===== config.mk =====
export PLATFORM = sky130hd
export DESIGN_NAME = fifo_sync_nbit_flat
export DESIGN_NICKNAME = d
export VERILOG_FILES = /design/src/rtl/fifo_pkg.sv /design/src/rtl/fifo_sync_nbit_if.sv /design/src/rtl/fifo_sync_mem.sv /design/src/rtl/fifo_sync_nbit.sv /design/src/flat_wrapper.sv
export SDC_FILE = /design/constraint.sdc
export NUM_CORES = 1
export LEC_CHECK = 0
export BUFFER_PORTS_ARGS = -buffer_cell sky130_fd_sc_hd__buf_4
export CAP_MARGIN = 40
export CORE_ASPECT_RATIO = 0.5
export CORE_MARGIN = 4
export CORE_UTILIZATION = 45
export DETAILED_ROUTE_END_ITERATION = 8
export RECOVER_POWER = 25
export SETUP_SLACK_MARGIN = 0.05
export SYNTH_ARGS = -nofsm -noshare
export SYNTH_HDL_FRONTEND = slang
export SYNTH_SLANG_ARGS = --single-unit

===== constraint.sdc =====
create_clock -name clk -period 4.2 [get_ports clk]
set_input_delay 0.84 -clock clk [delete_from_list [all_inputs] [get_ports clk]]
set_output_delay 0.84 -clock clk [all_outputs]
set_load 0.01 [all_outputs]

===== src/rtl/fifo_pkg.sv =====
// fifo_pkg: shared FIFO widths, default thresholds and parameter-range check.
package fifo_pkg;
   localparam int FIFO_AE_LEVEL_DEF = 2;
   localparam int FIFO_AF_MARGIN_DEF = 2;
   function automatic int fifo_count_w(input int addr_width);
      return addr_width + 1;
   endfunction
   function automatic logic fifo_params_ok(input int addr_width, input int af_level, input int ae_level);
      return addr_width >= 1 && af_level >= 1 && af_level <= (1 << addr_width) &&
             ae_level >= 0 && ae_level < (1 << addr_width);
   endfunction
endpackage


===== src/rtl/fifo_sync_nbit_if.sv =====
// fifo_sync_nbit_if: write/read handshake, status and error bundle of the sync FIFO.
interface fifo_sync_nbit_if #(
   parameter int data_width = 8,
   parameter int addr_width = 4
);
   logic                  write;
   logic [data_width-1:0] write_data;
   logic                  write_full;
   logic                  write_almost_full;
   logic                  read;
   logic [data_width-1:0] read_data;
   logic                  read_empty;
   logic                  read_almost_empty;
   logic [addr_width:0]   count;
   logic                  overflow;
   logic                  underflow;
   modport master (
      output write, write_data, read,
      input  write_full, write_almost_full, read_data, read_empty, read_almost_empty,
             count, overflow, underflow
   );
   modport slave (
      input  write, write_data, read,
      output write_full, write_almost_full, read_data, read_empty, read_almost_empty,
             count, overflow, underflow
   );
endinterface


===== src/rtl/fifo_sync_mem.sv =====
// fifo_sync_mem: depth x data_width storage, synchronous write, asynchronous read, no reset.
module fifo_sync_mem #(
   parameter int data_width = 8,
   parameter int addr_width = 4
) (
   input  logic                  clk,
   input  logic                  we,
   input  logic [addr_width-1:0] waddr,
   input  logic [data_width-1:0] wdata,
   input  logic [addr_width-1:0] raddr,
   output logic [data_width-1:0] rdata
);
   logic [data_width-1:0] mem [1 << addr_width];
   always_ff @(posedge clk)
      if (we) mem[waddr] <= wdata;
   assign rdata = mem[raddr];
endmodule


===== src/rtl/fifo_sync_nbit.sv =====
// fifo_sync_nbit: single-clock FIFO with thresholds, occupancy count and sticky errors.
// Define FIFO_SYNC_FWFT_EN for first-word-fall-through reads; otherwise read_data is registered.
module fifo_sync_nbit import fifo_pkg::*; #(
   parameter int data_width = 8,
   parameter int addr_width = 4,
   parameter int af_level   = (1 << addr_width) - FIFO_AF_MARGIN_DEF,
   parameter int ae_level   = FIFO_AE_LEVEL_DEF
) (
   input logic             clk,
   input logic             rst,
   fifo_sync_nbit_if.slave bus
);
   localparam int cw = fifo_count_w(addr_width);
   localparam logic [cw-1:0] depth_c = cw'(1 << addr_width);
   localparam logic [cw-1:0] af_c = cw'(af_level);
   localparam logic [cw-1:0] ae_c = cw'(ae_level);

   if (!fifo_params_ok(addr_width, af_level, ae_level)) begin : g_bad_params
      $error("fifo_sync_nbit: illegal addr_width/af_level/ae_level");
   end

   logic [addr_width-1:0] wr_ptr, rd_ptr;
   logic [cw-1:0]         cnt;
   logic                  wr_acc, rd_acc, ovf, udf;
   logic [data_width-1:0] head;

   // Acceptance uses the pre-edge count: no pass-through when full or empty.
   assign wr_acc = bus.write && !bus.write_full;
   assign rd_acc = bus.read && !bus.read_empty;

   fifo_sync_mem #(.data_width(data_width), .addr_width(addr_width)) u_mem (
      .clk   (clk),
      .we    (wr_acc),
      .waddr (wr_ptr),
      .wdata (bus.write_data),
      .raddr (rd_ptr),
      .rdata (head)
   );

   always_ff @(posedge clk or posedge rst)
      if (rst) begin
         wr_ptr <= '0;
         rd_ptr <= '0;
         cnt    <= '0;
         ovf    <= 1'b0;
         udf    <= 1'b0;
      end else begin
         wr_ptr <= wr_ptr + addr_width'(wr_acc);
         rd_ptr <= rd_ptr + addr_width'(rd_acc);
         cnt    <= cnt + cw'(wr_acc) - cw'(rd_acc);
         ovf    <= ovf | (bus.write & bus.write_full);
         udf    <= udf | (bus.read & bus.read_empty);
      end

   assign bus.count             = cnt;
   assign bus.write_full        = cnt == depth_c;
   assign bus.write_almost_full = cnt >= af_c;
   assign bus.read_empty        = cnt == '0;
   assign bus.read_almost_empty = cnt <= ae_c;
   assign bus.overflow          = ovf;
   assign bus.underflow         = udf;

`ifdef FIFO_SYNC_FWFT_EN
   assign bus.read_data = bus.read_empty ? '0 : head;
`else
   logic [data_width-1:0] rd_q;
   always_ff @(posedge clk or posedge rst)
      if (rst) rd_q <= '0;
      else if (rd_acc) rd_q <= head;
   assign bus.read_data = rd_q;
`endif
endmodule


===== src/flat_wrapper.sv =====
// flat-port wrapper written by rule: the top's interface ports become plain ports
module fifo_sync_nbit_flat import fifo_pkg::*;
#(
   parameter int data_width = 8,
   parameter int addr_width = 4,
   parameter int af_level   = (1 << addr_width) - FIFO_AF_MARGIN_DEF,
   parameter int ae_level   = FIFO_AE_LEVEL_DEF
)
  (clk, rst, bus_write, bus_write_data, bus_read, bus_write_full, bus_write_almost_full, bus_read_data, bus_read_empty, bus_read_almost_empty, bus_count, bus_overflow, bus_underflow);
  fifo_sync_nbit_if #(.data_width(data_width), .addr_width(addr_width)) bus_i ();
  input logic clk;
  input logic rst;
  input wire logic [$bits(bus_i.write)-1:0] bus_write;
  input wire logic [$bits(bus_i.write_data)-1:0] bus_write_data;
  input wire logic [$bits(bus_i.read)-1:0] bus_read;
  output wire logic [$bits(bus_i.write_full)-1:0] bus_write_full;
  output wire logic [$bits(bus_i.write_almost_full)-1:0] bus_write_almost_full;
  output wire logic [$bits(bus_i.read_data)-1:0] bus_read_data;
  output wire logic [$bits(bus_i.read_empty)-1:0] bus_read_empty;
  output wire logic [$bits(bus_i.read_almost_empty)-1:0] bus_read_almost_empty;
  output wire logic [$bits(bus_i.count)-1:0] bus_count;
  output wire logic [$bits(bus_i.overflow)-1:0] bus_overflow;
  output wire logic [$bits(bus_i.underflow)-1:0] bus_underflow;
  assign bus_i.write = bus_write;
  assign bus_i.write_data = bus_write_data;
  assign bus_i.read = bus_read;
  assign bus_write_full = bus_i.write_full;
  assign bus_write_almost_full = bus_i.write_almost_full;
  assign bus_read_data = bus_i.read_data;
  assign bus_read_empty = bus_i.read_empty;
  assign bus_read_almost_empty = bus_i.read_almost_empty;
  assign bus_count = bus_i.count;
  assign bus_overflow = bus_i.overflow;
  assign bus_underflow = bus_i.underflow;
  fifo_sync_nbit #(.data_width(data_width), .addr_width(addr_width), .af_level(af_level), .ae_level(ae_level)) u_core (.clk(clk), .rst(rst), .bus(bus_i));
endmodule

# Yosys cells after proc, flatten, opt, wreduce, memory -nomap -nowiden
# Memories as Yosys holds them, arrays and structs flattened. A register that Yosys moved wholly into a read port is not among the register bits.
# Cells that the tools add are included.
totals:
  reg_bits: 15
  mem_bits_rw: 128
  mem_count: 1
mem_list:
  columns: ["memory", "depth", "word_bits", "read_ports", "rd_clocked_by_memory_dff", "write_ports", "line", "text"]
  rows:
  - ["u_core.u_mem.mem", 16, 8, 1, 1, 1, "fifo_sync_mem.sv:13", "logic [data_width-1:0] mem [1 << addr_width];"]
op_classes:
  n_addsub: 4
  magnitude_cmp: 2
  eq_ne: 1
  n_mux: 2
  bitwise_logic: 4
  reduce_logical: 5
op_table:
  columns: ["operator", "count"]
  rows:
  - ["$add A4 B1 Y4", 2]
  - ["$add A5 B1 Y5", 1]
  - ["$eq A5 B5 Y1 const B", 1]
  - ["$ge A5 B4 Y1 const B", 1]
  - ["$le A5 B2 Y1 const B", 1]
  - ["$logic_not A5 Y1", 1]
  - ["$sub A5 B1 Y5", 1]
  - ["$and A1 B1 Y1", 2]
  - ["$logic_and A1 B1 Y1", 2]
  - ["$logic_not A1 Y1", 2]
  - ["$mux W1", 2]
  - ["$or A1 B1 Y1", 2]

# Logic depth before layout (Yosys ltp)
logic_depth:
  word_depth: 5
  mapped_depth: 11
  mapped_depth_nobuf: 11

# Modules after synthesis
# Synthesis repeated with hierarchy kept, for this count alone.
hier_totals:
  cells_unflattened: 308
  hier_area_um2: 6147.1
modules_own_cells:
  columns: ["mod", "n_inst", "cells_each", "area_each_um2"]
  rows:
  - ["fifo_sync_mem", 1, 221, 4987.3]
  - ["fifo_sync_nbit", 1, 87, 1159.9]

# Worst setup path before layout
# Ideal clock, no wire load.
synth_path:
  path_kind: "flip-flop to flip-flop"
  from: "register u_core.cnt[2], in the netlist u_core.bus.count[2]"
  to: "memory u_core.u_mem.mem[0][0], enable pin"
  setup_ns: 0.398
  arrival_ns: 1.977
  t_required_ns: 3.802
  setup_slack_ns: 1.825
  path_stages_with_launch: 6
  synth_period_minus_slack_ns: 2.375
  cell_sequence: "dfrtp_1 -> inv_1 -> ha_1 -> nand4bb_1 -> nand2_1 -> nor4b_1"
synth_via:
  elab_chain_cells: 5
synth_lines:
  columns: ["item", "line", "text"]
  rows:
  - ["start: declaration", "fifo_sync_nbit.sv:23", "logic [cw-1:0] cnt;"]
  - ["start signal: assignment", "fifo_sync_nbit.sv:50", "cnt <= cnt + cw'(wr_acc) - cw'(rd_acc);"]
  - ["$eq A5 B5 Y1", "fifo_sync_nbit.sv:56", "assign bus.write_full = cnt == depth_c;"]
  - ["$logic_not A1 Y1", "fifo_sync_nbit.sv:28", "assign wr_acc = bus.write && !bus.write_full;"]
  - ["$logic_and A1 B1 Y1", "fifo_sync_nbit.sv:28", null]
  - ["$mux W1", "fifo_sync_mem.sv:15", "if (we) mem[waddr] <= wdata;"]
  - ["$mux W1 (implied by the code)", "fifo_sync_mem.sv:15", null]
  - ["end: declaration", "fifo_sync_mem.sv:13", null]
# Every way passes these cells.

# Worst setup path in the final report
layout_path:
  from: "register u_core.cnt[2], in the netlist u_core.bus.count[2]"
  to: "output port bus_read_empty"
layout_via:
  elab_chain_cells: 1
layout_lines:
  columns: ["item", "line", "text"]
  rows:
  - ["$logic_not A5 Y1", "fifo_sync_nbit.sv:58", "assign bus.read_empty = cnt == '0;"]
  - ["end: declaration", "flat_wrapper.sv:19", "output wire logic [$bits(bus_i.read_empty)-1:0] bus_read_empty;"]
# Every way passes these cells.

==> reports/metrics.yaml <==
run_status:
  outcome: "completed"
cts:
  ctsResizeCount: 0
  maximum_root_to_sink_buffer_count: 2
  post_cts_setup_buffer_count: 0
  cts_hold_buffers: 0
  ctsRootBufferMaster: "sky130_fd_sc_hd__clkbuf_16"
  tritoncts.num_buffers: 17
  tritoncts_clock_tree: "yes"
  worstSkewPairLatency_ns: 0.42
  worst_setup_hold_path_clk_slew_ns: 0.07
  htree_levels: 4
  clock_sink_count: 151
global_routing:
  global_route_track_usage_on_met2_pct: 26.2
  most_used_routing_layer: "met2"
  met3_usage_in_global_routing_pct: 6.15
  grt_pass1_wl_um: 20000
  largest_net_degree_at_the_start_of_global_routing: 35
  grt_pass1_vias: 3221
  global_route.overflow_total: 0
  grtUsageTotal_pct: 17.6
  initial_antenna_violation_count: 0
  grt_util_met1_pct: 24.6
worst_setup_path:
  critical_path.max_stage_delay_ns: 0.51
  critical_path.max_fanout: 12
  worst_path_dominant_cell_family: "buffers and inverters"
  setup.worst_path.start_class: "register"
  kind_of_critical_path: "register to primary output"
  crit_path_start: "u_core.bus.count[2]$_DFF_PP0_"
  timing.critical_path.required_ns: 3.36
  crit_buf_inv: 3
  timing.critical_path.to_type: "primary output"
  arrival_ns: 2.07
  slowest_stage: "sky130_fd_sc_hd__or4b_4"
  cp_cell_sequence: "inv_1 -> ha_1 -> or4b_4 -> inv_2 -> buf_4"
  rr_startpoint: "u_core.bus.count[2]$_DFF_PP0_"
yosys:
  ys_dominant_reg_cell: "sky130_fd_sc_hd__edfxtp_1"
  most_repeated_cell_in_the_gate_level_netlist_after_synthesis: "sky130_fd_sc_hd__edfxtp_1"
  netlist_instances: 311
  synthDominantAreaCellType: "sky130_fd_sc_hd__edfxtp_1"
  synth-warning-count: 0
  postSynthRegisterBits: 151
  yosysSeqAreaShare_pct: 72.0
  avg_synthesized_cell_area_um2: 19.7
  mappedNetlistArea_um2: 6140
  synth.distinct_cells: 36
  syn_nets: 336
  synth_enable_flop_cells: 128
  ys_top_cells_by_count: "sky130_fd_sc_hd__edfxtp_1, sky130_fd_sc_hd__dfrtp_1, sky130_fd_sc_hd__mux4_2"
  share_of_flip_flops_with_an_asynchronous_set_or_reset_after_synthesis_pct: 15.2
  yosys.area.top_type_share_pct: 62.6
  synth_area_leaders: "sky130_fd_sc_hd__edfxtp_1, sky130_fd_sc_hd__dfrtp_1, sky130_fd_sc_hd__mux4_2, sky130_fd_sc_hd__mux4_1, sky130_fd_sc_hd__mux2i_1"
floorplanning:
  placement_rows: 29
  die_area_um2: 15700
  floorplan.initialDensity_pct: 47.2
  io_pins: 31
  fp.coreArea_um2: 13000
  die_height_um: 90.6
  die_x_um: 173
drt:
  starting_drc_count_in_detailed_routing: 294
  num_vias: 3103
  viasPerCell: 5.68
  wirelength_um: 13000
  post-route-drc-count: 0
  drt-pass1-iter-count: 4
  routedWlPerCell_um: 23.8
  ant_nets: 0
layout:
  final_design_instance_area_without_fill_um2: 7200
  post_route_cells_drive_above_1_share_pct: 26.1
  final_nets: 388
  num_antenna_cells: 0
  fin_util_pct: 55.4
  area_growth_pct: 17.3
placement:
  hpwl_um: 8750
  portBuffers: 30
  placedInstanceArea_um2: 6630
  gpl.final_weighted_congestion: 0.821
timing:
  fmax_mhz: 343
  hold_slack_ns: 0.421
  timing.setup.tns_ns: 0
  setup_violations: 0
  final.min_clock_period_ns: 2.91
  max_slew_margin_pct: 39.3
  period_share_pct: 69.4
  finalHoldViolCount: 0
  rsz0062_at_grt: "false"
  fin_skew_ns: 0.0104
  drv_slew: 0
  tightestPinTransition_ns: 0.911
worst_hold_path:
  min_path_type: "input port to async pin"
run:
  timing.max_cap.violations: 0
power_and_ir_drop:
  reported_leakage_power_uw: 0.00261
  post-layout-total-power_uw: 5070
  vdd.ir_drop.worst_v: 0.000339
  power.density_cell_area_nw_per_um2: 705
==> placed cells by master, fill, tap and decap left out, types with 3 or more instances in the layout <==
master / n
sky130_fd_sc_hd__edfxtp_1: 128
sky130_fd_sc_hd__nand2_1: 7
sky130_fd_sc_hd__clkbuf_1: 8
sky130_fd_sc_hd__xnor2_1: 3
sky130_fd_sc_hd__dfrtp_1: 22
sky130_fd_sc_hd__nor2_1: 11
sky130_fd_sc_hd__inv_6: 4
sky130_fd_sc_hd__mux4_1: 11
sky130_fd_sc_hd__buf_4: 33
sky130_fd_sc_hd__nor3_1: 3
sky130_fd_sc_hd__mux4_2: 21
sky130_fd_sc_hd__o21ai_0: 9
sky130_fd_sc_hd__inv_1: 14
sky130_fd_sc_hd__o221ai_1: 8
sky130_fd_sc_hd__xor2_1: 5
sky130_fd_sc_hd__nand3_1: 3
sky130_fd_sc_hd__clkinv_4: 4
sky130_fd_sc_hd__clkbuf_16: 17
sky130_fd_sc_hd__mux2i_1: 16
sky130_fd_sc_hd__ha_1: 12
==> metrics by stage <==
| step | std cells | worst slack (ns) |
|---|---|---|
| detailed placement | 513 | 1.69 |
| global placement | 501 | 1.50 |
| finish | 546 | 1.29 |
| global route | 546 | 1.20 |
| floorplan | 311 | 1.83 |
| CTS | 545 | 1.28 |
==> registers in the layout, indices dropped and copies added, names as in the netlist <==
name and count:
u_core.wr_ptr 4, u_core.rd_ptr 4, u_core.bus.read_data 8, u_core.bus.underflow 1, u_core.u_mem.mem 128, u_core.bus.overflow 1
u_core.bus.count 5
==> cells by family after synthesis <==
kind of cell,after synthesis,synth area share (%)
xor gates and xnor gates,8,1.14
and+or+nand+nor,37,3.24
buffers and inverters,30,3.12
adders and majority gates,13,2.77
muxes,48,15.0
DFF,151,72.0
AOI/OAI and AO/OA,24,2.67
==> metal layers <==
layer | share of wire [%] | vias to the layer above | wire (um)
li1 | - | 1364 | -
met2 | 47 | 108 | 6090
met3 | 9.2 | 6 | 1190
met4 | 0.45 | 0 | 59
met5 | 0 | - | 0
met1 | 43 | 1625 | 5640
==> power breakdown <==
part           total (uW)  switching (uW)  internal, uW  leakage, uW
registers            2150             270          1880      0.00143
clock network        1520             631           891     0.000290
logic                1410             685           721     0.000896
==> final timing paths <==
kind	depth (start not counted)	endpoint	slack (ns)
max	5	bus_read_empty	1.29
max reg2reg	11	u_core.bus.count[4]$_DFF_PP0_	1.66
min in group clk	1	u_core.bus.underflow$_DFF_PP0_	0.46
max in group asynchronous	3	u_core.bus.read_data[2]$_DFFE_PP0P_	3.33
min reg2reg	1	u_core.bus.underflow$_DFF_PP0_	0.46
min	2	u_core.bus.underflow$_DFF_PP0_	0.42
==> final cells by class <==
cell class                      instances  area [um2]
Fill cell                             993        5790
Sequential cell                       151        4420
Tap cell                              170         213
Multi-Input combinational cell        130        1540
Inverter                               16        62.6
Clock inverter                         15         169
Clock buffer                           17         425
Timing Repair Buffer                   47         365
No activity file was read; power rests on OpenSTA's default activity.
